**src/rtl/spi_arb_pkg.sv**
```systemverilog
// Shared types and constants for the SPI bus arbiter.
package spi_arb_pkg;

  typedef enum logic [1:0] {
    IDLE       = 2'd0,
    GNT_MEM    = 2'd1,
    GNT_PERIPH = 2'd2,
    TURN       = 2'd3
  } arb_state_t;

  typedef enum logic [1:0] {
    OWN_NONE   = 2'd0,
    OWN_MEM    = 2'd1,
    OWN_PERIPH = 2'd2
  } arb_owner_t;

  localparam logic [1:0] MEM_CS_IDLE = 2'b11;

endpackage

```
**src/rtl/spi_bus_arbiter.sv**
```systemverilog
// Shares one SPI pin set between the memory-fetch engine and the peripheral engine.
// Level req/grant: a grant rises one cycle after a request is seen in IDLE and holds while req stays high.
module spi_bus_arbiter
  import spi_arb_pkg::*;
#(
  parameter int          TURNAROUND_CYCLES = 2,
  parameter int          STARVE_LIMIT      = 4,
  parameter logic [15:0] TIMEOUT_CYCLES    = 16'd4096
) (
  input  logic       clk,
  input  logic       reset_n,
  input  logic       mem_req,
  output logic       mem_grant,
  input  logic       mem_sclk,
  input  logic       mem_mosi,
  input  logic [1:0] mem_cs_n,
  input  logic       periph_req,
  output logic       periph_grant,
  output logic       periph_blocked,
  input  logic       periph_sclk,
  input  logic       periph_mosi,
  input  logic [5:0] periph_cs,
  input  logic [5:0] periph_cs_idle,
  input  logic       periph_cpol,
  output logic       bus_sclk,
  output logic       bus_mosi,
  output logic [1:0] bus_mem_cs_n,
  output logic [5:0] bus_periph_cs,
  output logic [1:0] owner,
  output logic       timeout_flag,
  input  logic       timeout_clr,
  output logic [1:0] arb_state
);

  localparam logic [7:0]  TURN_LAST     = 8'(TURNAROUND_CYCLES - 1);
  localparam logic [7:0]  STARVE_MAX    = 8'(STARVE_LIMIT);
  localparam logic [15:0] HOLD_LAST     = TIMEOUT_CYCLES - 16'd1;
  localparam logic        WDOG_ON       = (TIMEOUT_CYCLES != 16'd0);
  localparam arb_state_t  RELEASE_STATE = (TURNAROUND_CYCLES == 0) ? IDLE : TURN;

  arb_state_t  state, state_next;
  arb_owner_t  own;
  logic [7:0]  turn_cnt, turn_next;
  logic [7:0]  starve_cnt, starve_next;
  logic [15:0] hold_cnt, hold_next;
  logic        mem_stale, mem_stale_next;
  logic        periph_stale, periph_stale_next;
  logic        flag_next;
  logic        mem_ok, periph_ok, owner_req, mem_wins;

  // A requester revoked by the watchdog stays ineligible until its request is seen low.
  assign mem_ok    = mem_req & ~mem_stale;
  assign periph_ok = periph_req & ~periph_stale;
  assign owner_req = (state == GNT_MEM) ? mem_req : periph_req;
  assign mem_wins  = mem_ok & (~periph_ok | (starve_cnt != STARVE_MAX));

  always_ff @(posedge clk or negedge reset_n) begin
    if (!reset_n) begin
      state        <= IDLE;
      turn_cnt     <= '0;
      starve_cnt   <= '0;
      hold_cnt     <= '0;
      mem_stale    <= 1'b0;
      periph_stale <= 1'b0;
      timeout_flag <= 1'b0;
    end else begin
      state        <= state_next;
      turn_cnt     <= turn_next;
      starve_cnt   <= starve_next;
      hold_cnt     <= hold_next;
      mem_stale    <= mem_stale_next;
      periph_stale <= periph_stale_next;
      timeout_flag <= flag_next;
    end
  end

  always_comb begin
    state_next        = state;
    turn_next         = turn_cnt;
    hold_next         = hold_cnt;
    starve_next       = starve_cnt;
    mem_stale_next    = mem_stale & mem_req;
    periph_stale_next = periph_stale & periph_req;
    flag_next         = timeout_flag & ~timeout_clr;
    case (state)
      IDLE: begin
        if (!periph_req) starve_next = '0;
        if (mem_wins) begin
          state_next = GNT_MEM;
          hold_next  = '0;
          if (periph_req && (starve_cnt != STARVE_MAX)) starve_next = starve_cnt + 8'd1;
        end else if (periph_ok) begin
          state_next  = GNT_PERIPH;
          hold_next   = '0;
          starve_next = '0;
        end
      end
      GNT_MEM, GNT_PERIPH: begin
        if (!owner_req) begin
          state_next = RELEASE_STATE;
          turn_next  = '0;
        end else if (WDOG_ON && (hold_cnt == HOLD_LAST)) begin
          // Forced revoke: the flag set overrides a same-cycle clear.
          state_next = RELEASE_STATE;
          turn_next  = '0;
          flag_next  = 1'b1;
          if (state == GNT_MEM) mem_stale_next = 1'b1;
          else                  periph_stale_next = 1'b1;
        end else begin
          hold_next = hold_cnt + 16'd1;
        end
      end
      TURN: begin
        if (turn_cnt == TURN_LAST) begin
          state_next = IDLE;
          turn_next  = '0;
        end else begin
          turn_next = turn_cnt + 8'd1;
        end
      end
      default: state_next = IDLE;
    endcase
  end

  always_comb begin
    own           = OWN_NONE;
    bus_sclk      = periph_cpol;
    bus_mosi      = 1'b0;
    bus_mem_cs_n  = MEM_CS_IDLE;
    bus_periph_cs = periph_cs_idle;
    case (state)
      GNT_MEM: begin
        own          = OWN_MEM;
        bus_sclk     = mem_sclk;
        bus_mosi     = mem_mosi;
        bus_mem_cs_n = mem_cs_n;
      end
      GNT_PERIPH: begin
        own           = OWN_PERIPH;
        bus_sclk      = periph_sclk;
        bus_mosi      = periph_mosi;
        bus_periph_cs = periph_cs;
      end
      default: ;
    endcase
  end

  assign mem_grant      = (state == GNT_MEM);
  assign periph_grant   = (state == GNT_PERIPH);
  assign periph_blocked = ~periph_grant;
  assign owner          = own;
  assign arb_state      = state;

  a_one_grant: assert property (@(posedge clk) disable iff (!reset_n) !(mem_grant && periph_grant));

endmodule

```
**config.mk**
```make
export PLATFORM = sky130hd
export DESIGN_NAME = spi_bus_arbiter
export DESIGN_NICKNAME = d
export VERILOG_FILES = /design/src/rtl/spi_arb_pkg.sv /design/src/rtl/spi_bus_arbiter.sv
export SDC_FILE = /design/constraint.sdc
export NUM_CORES = 1
export LEC_CHECK = 0
export CAP_MARGIN = 25
export CORE_AREA = 2 2 100 102
export DETAILED_ROUTE_END_ITERATION = 8
export DIE_AREA = 0 0 102 104
export SYNTH_ARGS = -nofsm -noshare
export SYNTH_HDL_FRONTEND = slang
export SYNTH_SLANG_ARGS = --single-unit
```
**constraint.sdc**
```tcl
create_clock -name clk -period 2.2 [get_ports clk]
set_clock_uncertainty 0.05 [all_clocks]
set_input_delay 0.44 -clock clk [delete_from_list [all_inputs] [get_ports clk]]
set_output_delay 0.44 -clock clk [all_outputs]
set_load 0.05 [all_outputs]
```
==> run metrics, run 1 <==
Post-synth EDFFs=0; Main synth FF type=dfrtp_1; post-synthesis mux area share=4.74%; global placer's final weighted congestion=0.827; fin crit share=a little over nine tenths; drt drc=0; Critical Path AT=1.63 ns; Detailed Route WL=~6000 um; Synth Instances=254; Antenna Nets Post-Route=0; pwr dens=1230 nW/um2; fin. max-slew vios=0; Finish-stage setup viols=0; final-report hold violation count=0; Comb power frac=between 60% and 70%; global-route wire length before repair=10400 um; worst-path cell chain=inv_4 > ha_4 > mux2_2 > buf_4; NetSw=1930 uW; main combinational cell family by area after synthesis=compound AO/OA/AOI/OAI gates; RSZ-0062 raised after global routing=no; die height=approximately 100 um; total of max-cap violations=0; Hold Crit Class=in -> async; Crit Path Category=reg -> out; Worst VDD drop=between 1 and 1.5 mV; commonest non-fill, non-tap cell in the layout=buf_4; Design Power=between 4000 and 5000 uW; status=complete, no violations; leak pwr=0.00138 uW; I/O Pins=42; Max FO, Critical Path=11; synth top area cells=dfrtp_1 (39%), o21ai_0 (7.5%), ha_1 (5.3%), mux2_2 (4.3%), o31ai_1 (4.2%); initial drt markers=between 80 and 90; switching share of power=~46%; synthesized flop and latch total=37; Top Family by Delay on Critical Path=flip-flops; crit end category=output port; share of cells above drive strength 1=~29%; initial antenna violation count=0; GRT overflow=0; routed len/inst=approximately 13 um; XOR/XNOR Fraction of Synth Area=0%; Max clock buf depth=2; Skew-Pair Late Insertion Delay=0.29 ns; actual slew at the worst max-slew pin=0.635 ns; final hold slack=0.0644 ns; Largest stage delay, worst path=between 0.4 and 0.5 ns; total CTS buffers=5; post-synthesis cell type count=51; DP Area=between 3000 and 4000 um2; IO buf count=between 40 and 50; Root Driver=clkbuf_8; area leader, netlist=dfrtp_1; Critical Path RT=1.71 ns; Clock power frac=11.4%; Die Span X=a little over 100 um; vias in the first global route=2283; Design Area, Final=about 3400 um2; Synth warnings=0; Worst path slowest cell=dfrtp_2; commonest non-fill, non-tap cells in the layout=buf_4 (43), dfrtp_1 (35), o21ai_0 (33); Worst setup SP type=flop; net count after synthesis=288; Compound-Gate Fraction of Synth Area=approximately a quarter; All-Layer GR Usage=about 12%; Clock transition at path regs=~0.080 ns; Pre-antenna DRT Iters=4; post-route minimum period=2.12 ns; Synth Cell Area=between 2000 and 2500 um2; Buf/Inv on CP=2; Post-Place Cells=~450; fin nets=approximately 370; Int Power=between 2000 and 2500 uW; CTS tree=yes; largest net degree at the start of global routing=22; # rows=36; adder-cell share of the synthesized area=roughly 5.3%; Seq/Total Area, Yosys=approximately two fifths; Simple-Gate Fraction of Synth Area=a little over a fifth; DIE AREA=between 10000 and 15000 um2; CTS Hold Bufs=0; H-tree depth=2; Non-Filler Instances=around 470; Initial Utilization=between 20% and 30%; Peak Freq=472 MHz; Synth Area per Inst=between 9 and 10 um2; clock sink count=37; Core Box Area=9550 um2; vias=roughly 2200; max_slew headroom=a little under 60%; Layout area overhead=43.8%; Setup TNS=0 ns; asr flop ratio synth=between 90% and 100%; Vias/cell=around 4.7; Final HPWL DP=4510 um; area share of the largest cell type after synthesis=about two fifths; ANT cells=0; share of power burned in registers=between 20% and 30%
cells in the mapped netlist, types with 4 or more instances:
cell,n
a21oi_1,4
a31oi_1,8
dfrtp_1,37
ha_1,10
inv_1,11
mux2_2,9
nand2_1,21
nand2b_1,6
nand3_1,17
nor2_1,17
nor2b_1,6
o21a_1,4
o21ai_0,35
o31ai_1,13
worst reg2reg max path, stage by stage (launching register included):
cell and delay, ns:
dfrtp_1 0.38, or4_4 0.57, or4_4 0.47, o211ai_4 0.22, buf_6 0.15, nor2_1 0.05
a2bb2oi_1 0.12
flip-flops by register name (all words and copies together) (netlist names):
signal,flops
hold_cnt,16
timeout_flag,1
periph_stale,1
mem_stale,1
starve_cnt,8
turn_cnt,8
arb_state,2
through the flow:
step | setup WS, ns | utilization, %
3_3_place_gp | -0.0569 | 33.6
4_1_cts | 0.000119 | 34.9
5_1_grt | 0.00551 | 35.4
3_5_place_dp | -0.0908 | 33.6
2_1_floorplan | -0.0267 | -
6_report | 0.0810 | 35.4
layer usage:
metal / vias up / global-route usage (%) / part of all wire, %
li1: 1097 / - / -
met1: 1021 / 16.3 / 48
met2: 60 / 19.4 / 46
met3: 5 / 3.02 / 5.0
met4: 0 / 3.05 / 0.85
met5: - / 0 / 0
layout make-up:
class / instances / area [um2]
repair buffers: 78 / 741
clock buffers: 6 / 72.6
multi-input cells: 198 / 1410
flip-flops and latches: 37 / 928
well taps: 133 / 166
fillers: 1000 / 6170
inverters: 11 / 46.3
clock inverters: 2 / 10.0
timing repair:
item / 4_1_cts / 5_1_grt
resized for setup: 5 / 8
setup buffers: 2 / 3
cloned: 0 / 1
pin swaps: 2 / 6
setup endpoints to repair: 29 / 25
worst paths after layout:
| check | end | from | depth (start not counted) | slack [ns] |
|---|---|---|---|---|
| worst max-delay path | bus_periph_cs[0] | arb_state[0] | 4 | 0.08 |
| worst min-delay path | hold_cnt[6] | reset_n | 1 | 0.06 |
| worst max register to register | hold_cnt[7] | hold_cnt[13] | 6 | 0.09 |
| worst min register to register | starve_cnt[7] | starve_cnt[7] | 1 | 0.44 |
| max in group asynchronous | periph_stale | reset_n | 2 | 1.42 |
| min in group clk | starve_cnt[7] | starve_cnt[7] | 1 | 0.44 |
kinds of logic after synthesis:
| kind of cell | count (synthesis) |
|---|---|
| flip-flops | 37 |
| multiplexers | 10 |
| AO/OA/AOI/OAI | 84 |
| adder cells (fa/ha/maj) | 10 |
| AND/OR/NAND/NOR | 94 |
| buffers and inverters | 19 |
power by group through the flow:
stage	Clock (uW)	Combinational, uW	Sequential, uW
floorplan	0	1670	920
global placement	0	2570	853
CTS	481	2720	850
global route	517	3060	873
detailed placement	0	2590	858
finish	472	2830	856
(Power assumes the default switching activity.)
==> inputs of run 2 (changes only) <==
--- a/config.mk
+++ b/config.mk
@@ -5,10 +5,11 @@
 export SDC_FILE = /design/constraint.sdc
 export NUM_CORES = 1
 export LEC_CHECK = 0
+export ABC_AREA = 1
 export CAP_MARGIN = 25
-export CORE_AREA = 2 2 100 102
+export CORE_AREA = 2 2 98 124
 export DETAILED_ROUTE_END_ITERATION = 8
-export DIE_AREA = 0 0 102 104
+export DIE_AREA = 0 0 100 126
 export SYNTH_ARGS = -nofsm -noshare
 export SYNTH_HDL_FRONTEND = slang
 export SYNTH_SLANG_ARGS = --single-unit
==> run metrics, run 2 <==
actual slew at the worst max-slew pin=0.880 ns (was 0.635 ns); Int Power=2470 uW (was 2220 uW); GRT overflow=0 (unchanged); Detailed Route WL=7070 um (was 5980 um); Critical Path RT=1.71 ns (about the same); commonest non-fill, non-tap cells in the layout=nand2_1 (154), nor2_1 (48), inv_1 (36) (was buf_4 (43), dfrtp_1 (35), o21ai_0 (33)); Synth Area per Inst=6.68 um2 (was 9.25 um2); Root Driver=clkbuf_16 (was clkbuf_8); Worst path slowest cell=clkdlybuf4s50_1 (was dfrtp_2); CTS tree=yes (unchanged); post-synthesis cell type count=29 (was 51); post-route minimum period=2.15 ns (was 2.12 ns); H-tree depth=2 (unchanged); Finish-stage setup viols=0 (unchanged); Max clock buf depth=2 (unchanged); Skew-Pair Late Insertion Delay=0.28 ns (was 0.29 ns); routed len/inst=11.6 um (was 12.9 um); Setup WS post-layout=0.0476 ns (was 0.0810 ns); status=complete, no violations (unchanged); NetSw=2220 uW (was 1930 uW); fin nets=507 (was 365); worst r2r dst=hold_cnt[11] (was hold_cnt[7]); Crit Path Category=reg -> out (unchanged); max reg flops=16 (unchanged); Peak Freq=465 MHz (was 472 MHz); global-route wire length before repair=12100 um (was 10400 um); leak pwr=0.00183 uW (was 0.00138 uW); Design Area, Final=3830 um2 (was 3380 um2); synth top area cells=dfrtp_1 (33%), nand2_1 (22%), nor2_1 (6.4%), nand3_1 (5.4%), inv_1 (5.2%) (was dfrtp_1 (39%), o21ai_0 (7.5%), ha_1 (5.3%), mux2_2 (4.3%), o31ai_1 (4.2%)); Max FO, Critical Path=4 (was 11); Largest stage delay, worst path=0.80 ns (was 0.47 ns); Die Span X=100 um (was 102 um); pwr dens=1220 nW/um2 (was 1230 nW/um2); DIE AREA=12600 um2 (was 10600 um2); net count after synthesis=453 (was 288); commonest non-fill, non-tap cell in the layout=nand2_1 (was buf_4); switching share of power=47.3% (was 46.5%); vias in the first global route=2681 (was 2283); Main synth FF type=dfrtp_1 (unchanged); asr flop ratio synth=100% (unchanged); area leader, netlist=dfrtp_1 (unchanged); crit end category=output port (unchanged); Worst setup SP type=flop (unchanged); share of power burned in registers=18.7% (was 20.6%); most frequent cell after synthesis=nand2_1 (was dfrtp_1); fin crit share=97.8% (was 96.3%); Buf/Inv on CP=2 (unchanged); total CTS buffers=5 (unchanged); R2R Path Start=arb_state[0] (was hold_cnt[13]); vias=2726 (was 2183); Synth Cell Area=2800 um2 (was 2350 um2); Biggest register=hold_cnt (unchanged); Worst VDD drop=0.377 mV (was 1.12 mV); worst-path cell chain=buf_4 > clkdlybuf4s50_1 (was inv_4 > ha_4 > mux2_2 > buf_4); IO buf count=41 (unchanged); Synth Instances=419 (was 254); Vias/cell=4.45 (was 4.69); largest net degree at the start of global routing=38 (was 22); initial drt markers=86 (was 83); global placer's final weighted congestion=0.843 (was 0.827); DP Area=3580 um2 (was 3210 um2); clock sink count=37 (unchanged); share of cells above drive strength 1=19.2% (was 28.6%); commonest cells in the netlist=nand2_1 (161), nor2_1 (48), inv_1 (39) (was dfrtp_1 (37), o21ai_0 (35), nand2_1 (21)); Core Box Area=11500 um2 (was 9550 um2); drt drc=0 (unchanged); Final HPWL DP=5560 um (was 4510 um); Post-synth EDFFs=0 (unchanged); worst setup path end=arb_state[0] (was bus_periph_cs[0]); R2R cell count=9 (was 6); Pre-antenna DRT Iters=4 (unchanged); ANT cells=0 (unchanged); Comb power frac=63.3% (was 68.0%); Antenna Nets Post-Route=0 (unchanged); biggest regs=hold_cnt x16, starve_cnt x8, turn_cnt x8 (unchanged); Clock transition at path regs=0.06 ns (was 0.08 ns); post-route core utilization=33.5% (was 35.4%); Hold Crit Class=in -> async (unchanged); Synth warnings=0 (unchanged); I/O Pins=42 (unchanged); Setup TNS=0 ns (unchanged); CTS Hold Bufs=0 (unchanged); Initial Utilization=24.4% (was 24.6%); # rows=44 (was 36); Clock power frac=18.0% (was 11.4%); initial antenna violation count=0 (unchanged); synthesized flop and latch total=37 (unchanged); Seq/Total Area, Yosys=33.1% (was 39.4%); fin. max-slew vios=0 (unchanged); RSZ-0062 raised after global routing=no (unchanged); Top Family by Delay on Critical Path=buffers and inverters (was flip-flops); flop2flop setup slack=0.40 ns (was 0.09 ns); Critical Path AT=1.66 ns (was 1.63 ns); Setup crit start=arb_state[0] (unchanged); worst slack, placed=0.241 ns (was -0.0908 ns); Layout area overhead=36.9% (was 43.8%); final hold slack=0.233 ns (was 0.0644 ns); total of max-cap violations=0 (unchanged); All-Layer GR Usage=11.7% (was 12.1%); final-report hold violation count=0 (unchanged); Worst path depth=2 (was 4); area share of the largest cell type after synthesis=33.1% (was 39.4%); max_slew headroom=41.3% (was 57.6%); die height=126 um (was 104 um)
[run 2: changes by cell type after synthesis, sizes merged, moves of 9 or more]
| cell | delta |
|---|---|
| o21ai | -22 |
| inv | +32 |
| o31ai | -11 |
| nor2 | +33 |
| nand2 | +153 |
| nand3 | +13 |
| xor2 | +11 |
| mux2 | -9 |
[run 2: per-layer routing]
metal	wire length [um]	global-route usage (%)	vias to the layer above
met1	3000	13.1	1271
met2	3850	22.4	31
met5	0	0	-
li1	-	-	1420
met3	156	2.22	4
met4	61	2.90	0
[run 2: worst min-delay path by stage]
| stage | start | to | slack, ns | cells after the start |
|---|---|---|---|---|
| finish | reset_n | hold_cnt[3] | 0.23 | 1 |
| global route | reset_n | hold_cnt[0] | 0.31 | 1 |
| CTS | reset_n | hold_cnt[3] | 0.28 | 1 |
| detailed placement | hold_cnt[1] | hold_cnt[1] | 0.47 | 2 |
| global placement | hold_cnt[1] | hold_cnt[1] | 0.46 | 2 |
| floorplan | reset_n | arb_state[0] | 0.09 | 0 |
[run 2: final cells by class]
type,count,area (um2)
fill,1188,7620
multi-input combinational,329,1740
sequential,37,928
timing repair buffer,57,651
tap,138,173
inverter,43,168
clock buffer,7,143
clock inverter,1,30.0
[run 2: cells by family after synthesis]
family,share of synthesized area (%)
xor+xnor,3.76
fa+ha+maj,4.47
compound gates,7.24
mux,0.358
buf+inv,8.27
simple gates,42.8
flops,33.1
[run 2: through the flow]
| stage | instances | total power (uW) |
|---|---|---|
| after global placement | 597 | 3720 |
| after detailed placement | 597 | 3740 |
| final | 612 | 4690 |
| after floorplan | 419 | 2790 |
| after global routing | 612 | 4990 |
| after CTS | 605 | 4590 |
[run 2: power groups by stage]
stage	logic [uW]	registers (uW)	clock network (uW)
final	2970	878	846
after global routing	3210	888	894
after CTS	2840	887	863
after detailed placement	2840	898	0
after global placement	2830	896	0
after floorplan	1870	919	0
[run 2: repair_timing]
action                     in CTS  in global routing
gates resized for setup         0                  4
setup endpoints to repair       1                 10
pin swaps                       0                  1
setup buffers                   0                  7
==> inputs of run 3 (changes only) <==
--- a/config.mk
+++ b/config.mk
@@ -10,6 +10,7 @@
 export CORE_AREA = 2 2 98 124
 export DETAILED_ROUTE_END_ITERATION = 8
 export DIE_AREA = 0 0 100 126
+export GPL_TIMING_DRIVEN = 0
 export SYNTH_ARGS = -nofsm -noshare
 export SYNTH_HDL_FRONTEND = slang
 export SYNTH_SLANG_ARGS = --single-unit
==> run metrics, run 3 (synthesis results as in run 2) <==
status=complete, no violations (unchanged); actual slew at the worst max-slew pin=0.533 ns (was 0.880 ns); worst r2r dst=turn_cnt[3] (was hold_cnt[11]); Worst setup SP type=flop (unchanged); Detailed Route WL=6980 um (was 7070 um); max reg flops=16 (unchanged); Peak Freq=465 MHz (about the same); global-route wire length before repair=12300 um (was 12100 um); CTS tree=yes (unchanged); post-route minimum period=2.15 ns (about the same); R2R Path Start=arb_state[0] (unchanged); Top Family by Delay on Critical Path=buffers and inverters (unchanged); Vias/cell=4.49 (was 4.45); Clock transition at path regs=0.06 ns (about the same); FF/Latch Area=928 um2 (unchanged); # rows=44 (unchanged); worst slack, placed=-0.691 ns (was 0.241 ns); Largest stage delay, worst path=0.43 ns (was 0.80 ns); vias=2736 (was 2726); initial antenna violation count=0 (unchanged); worst-path cell chain=inv_4 > ha_4 > buf_8 > inv_8 > buf_12 > nand2_2 > nand3_4 > buf_8 (was buf_4 > clkdlybuf4s50_1); total of max-cap violations=0 (unchanged); number of fill cells in the layout=1232 (was 1188); Biggest register=hold_cnt (unchanged); clock sink count=37 (unchanged); Worst path slowest cell=dfrtp_2 (was clkdlybuf4s50_1); fin crit share=97.8% (about the same); pwr dens=1190 nW/um2 (was 1220 nW/um2); Setup WS post-layout=0.0484 ns (was 0.0476 ns); Core Box Area=11500 um2 (unchanged); Buf/Inv on CP=5 (was 2); routed len/inst=11.5 um (was 11.6 um); R2R cell count=10 (was 9); global placer's final weighted congestion=0.832 (was 0.843); Max clock buf depth=2 (unchanged); Die Span X=100 um (unchanged); Finish-stage setup viols=0 (unchanged); initial drt markers=101 (was 86); area of the multi-input gates=1760 um2 (was 1740 um2); Root Driver=clkbuf_16 (unchanged); Final HPWL DP=5320 um (was 5560 um); Max FO, Critical Path=10 (was 4); IO buf count=40 (was 41); GRT overflow=0 (unchanged); die height=126 um (unchanged); Hold Crit Class=in -> async (unchanged); Pre-antenna DRT Iters=4 (unchanged); largest net degree at the start of global routing=38 (unchanged); Worst VDD drop=0.371 mV (was 0.377 mV); Critical Path RT=1.71 ns (about the same); Antenna Nets Post-Route=0 (unchanged); Top cell by count, worst path=buf_8; fin. max-slew vios=0 (unchanged); Design Power=4410 uW (was 4690 uW); total CTS buffers=5 (unchanged); final-report hold violation count=0 (unchanged); I/O Pins=42 (unchanged); Layout area overhead=32.2% (was 36.9%); Initial Utilization=24.4% (unchanged); leak pwr=0.00178 uW (was 0.00183 uW); share of cells above drive strength 1=18.9% (was 19.2%); Setup TNS=0 ns (unchanged); H-tree depth=2 (unchanged); max_slew headroom=64.4% (was 41.3%); commonest non-fill, non-tap cell in the layout=nand2_1 (unchanged); Skew-Pair Late Insertion Delay=0.28 ns (about the same); CTS Hold Bufs=0 (unchanged); commonest non-fill, non-tap cells in the layout=nand2_1 (151), nor2_1 (48), inv_1 (36) (was nand2_1 (154), nor2_1 (48), inv_1 (36)); crit end category=output port (unchanged); Crit Path Category=reg -> out (unchanged); vias in the first global route=2747 (was 2681); Critical Path AT=1.66 ns (about the same); ANT cells=0 (unchanged); post-route core utilization=32.3% (was 33.5%); biggest regs=hold_cnt x16, starve_cnt x8, turn_cnt x8 (unchanged); fin nets=504 (was 507); drt drc=0 (unchanged); RSZ-0062 raised after global routing=yes (was no); All-Layer GR Usage=11.8% (was 11.7%); DIE AREA=12600 um2 (unchanged); final hold slack=0.0699 ns (was 0.233 ns); flop2flop setup slack=0.15 ns (was 0.40 ns)
## run 3: stage by stage
step,instances,area (um2)
3_5_place_dp,598,3490
2_1_floorplan,419,2900
3_3_place_gp,597,3470
6_report,609,3700
5_1_grt,609,3700
4_1_cts,609,3660
## run 3: how the worst max path moves through the flow
stage	endpoint	depth (start not counted)	start	slack (ns)
after floorplan	bus_periph_cs[1]	6	arb_state[0]	-0.03
after global placement	bus_sclk	8	arb_state[1]	-0.66
after detailed placement	bus_sclk	8	arb_state[1]	-0.69
after CTS	periph_blocked	5	arb_state[1]	0.001
after global routing	bus_sclk	8	arb_state[0]	-0.02
final	bus_sclk	8	arb_state[0]	0.05
## run 3: repair_timing
item / 4_1_cts / 5_1_grt
resized for setup: 79 / 15
buffers inserted: 3 / 0
endpoints found under the setup margin: 15 / 10
## run 3: per-layer routing
metal	vias to the layer above	wire length [um]	track usage [%]
li1	1413	-	-
met1	1280	2960	13.5
met2	34	3730	21.9
met3	9	187	2.16
met4	0	98	3.46
met5	-	0	0
## run 3: final cells by class
cell class	instances	share of cell area (%)
clock buffers	6	3.48
repair buffers	44	11.5
plain buffers	10	2.64
clock inverters	2	0.271
inverters	43	4.80
multi-input cells	329	47.5
flip-flops and latches	37	25.1
well taps	138	4.67
## run 3: where the power goes
group / internal (uW) / switching [uW]
Sequential: 764 / 99.4
Clock: 416 / 277
Combinational: 970 / 1880
Total: 2150 / 2260
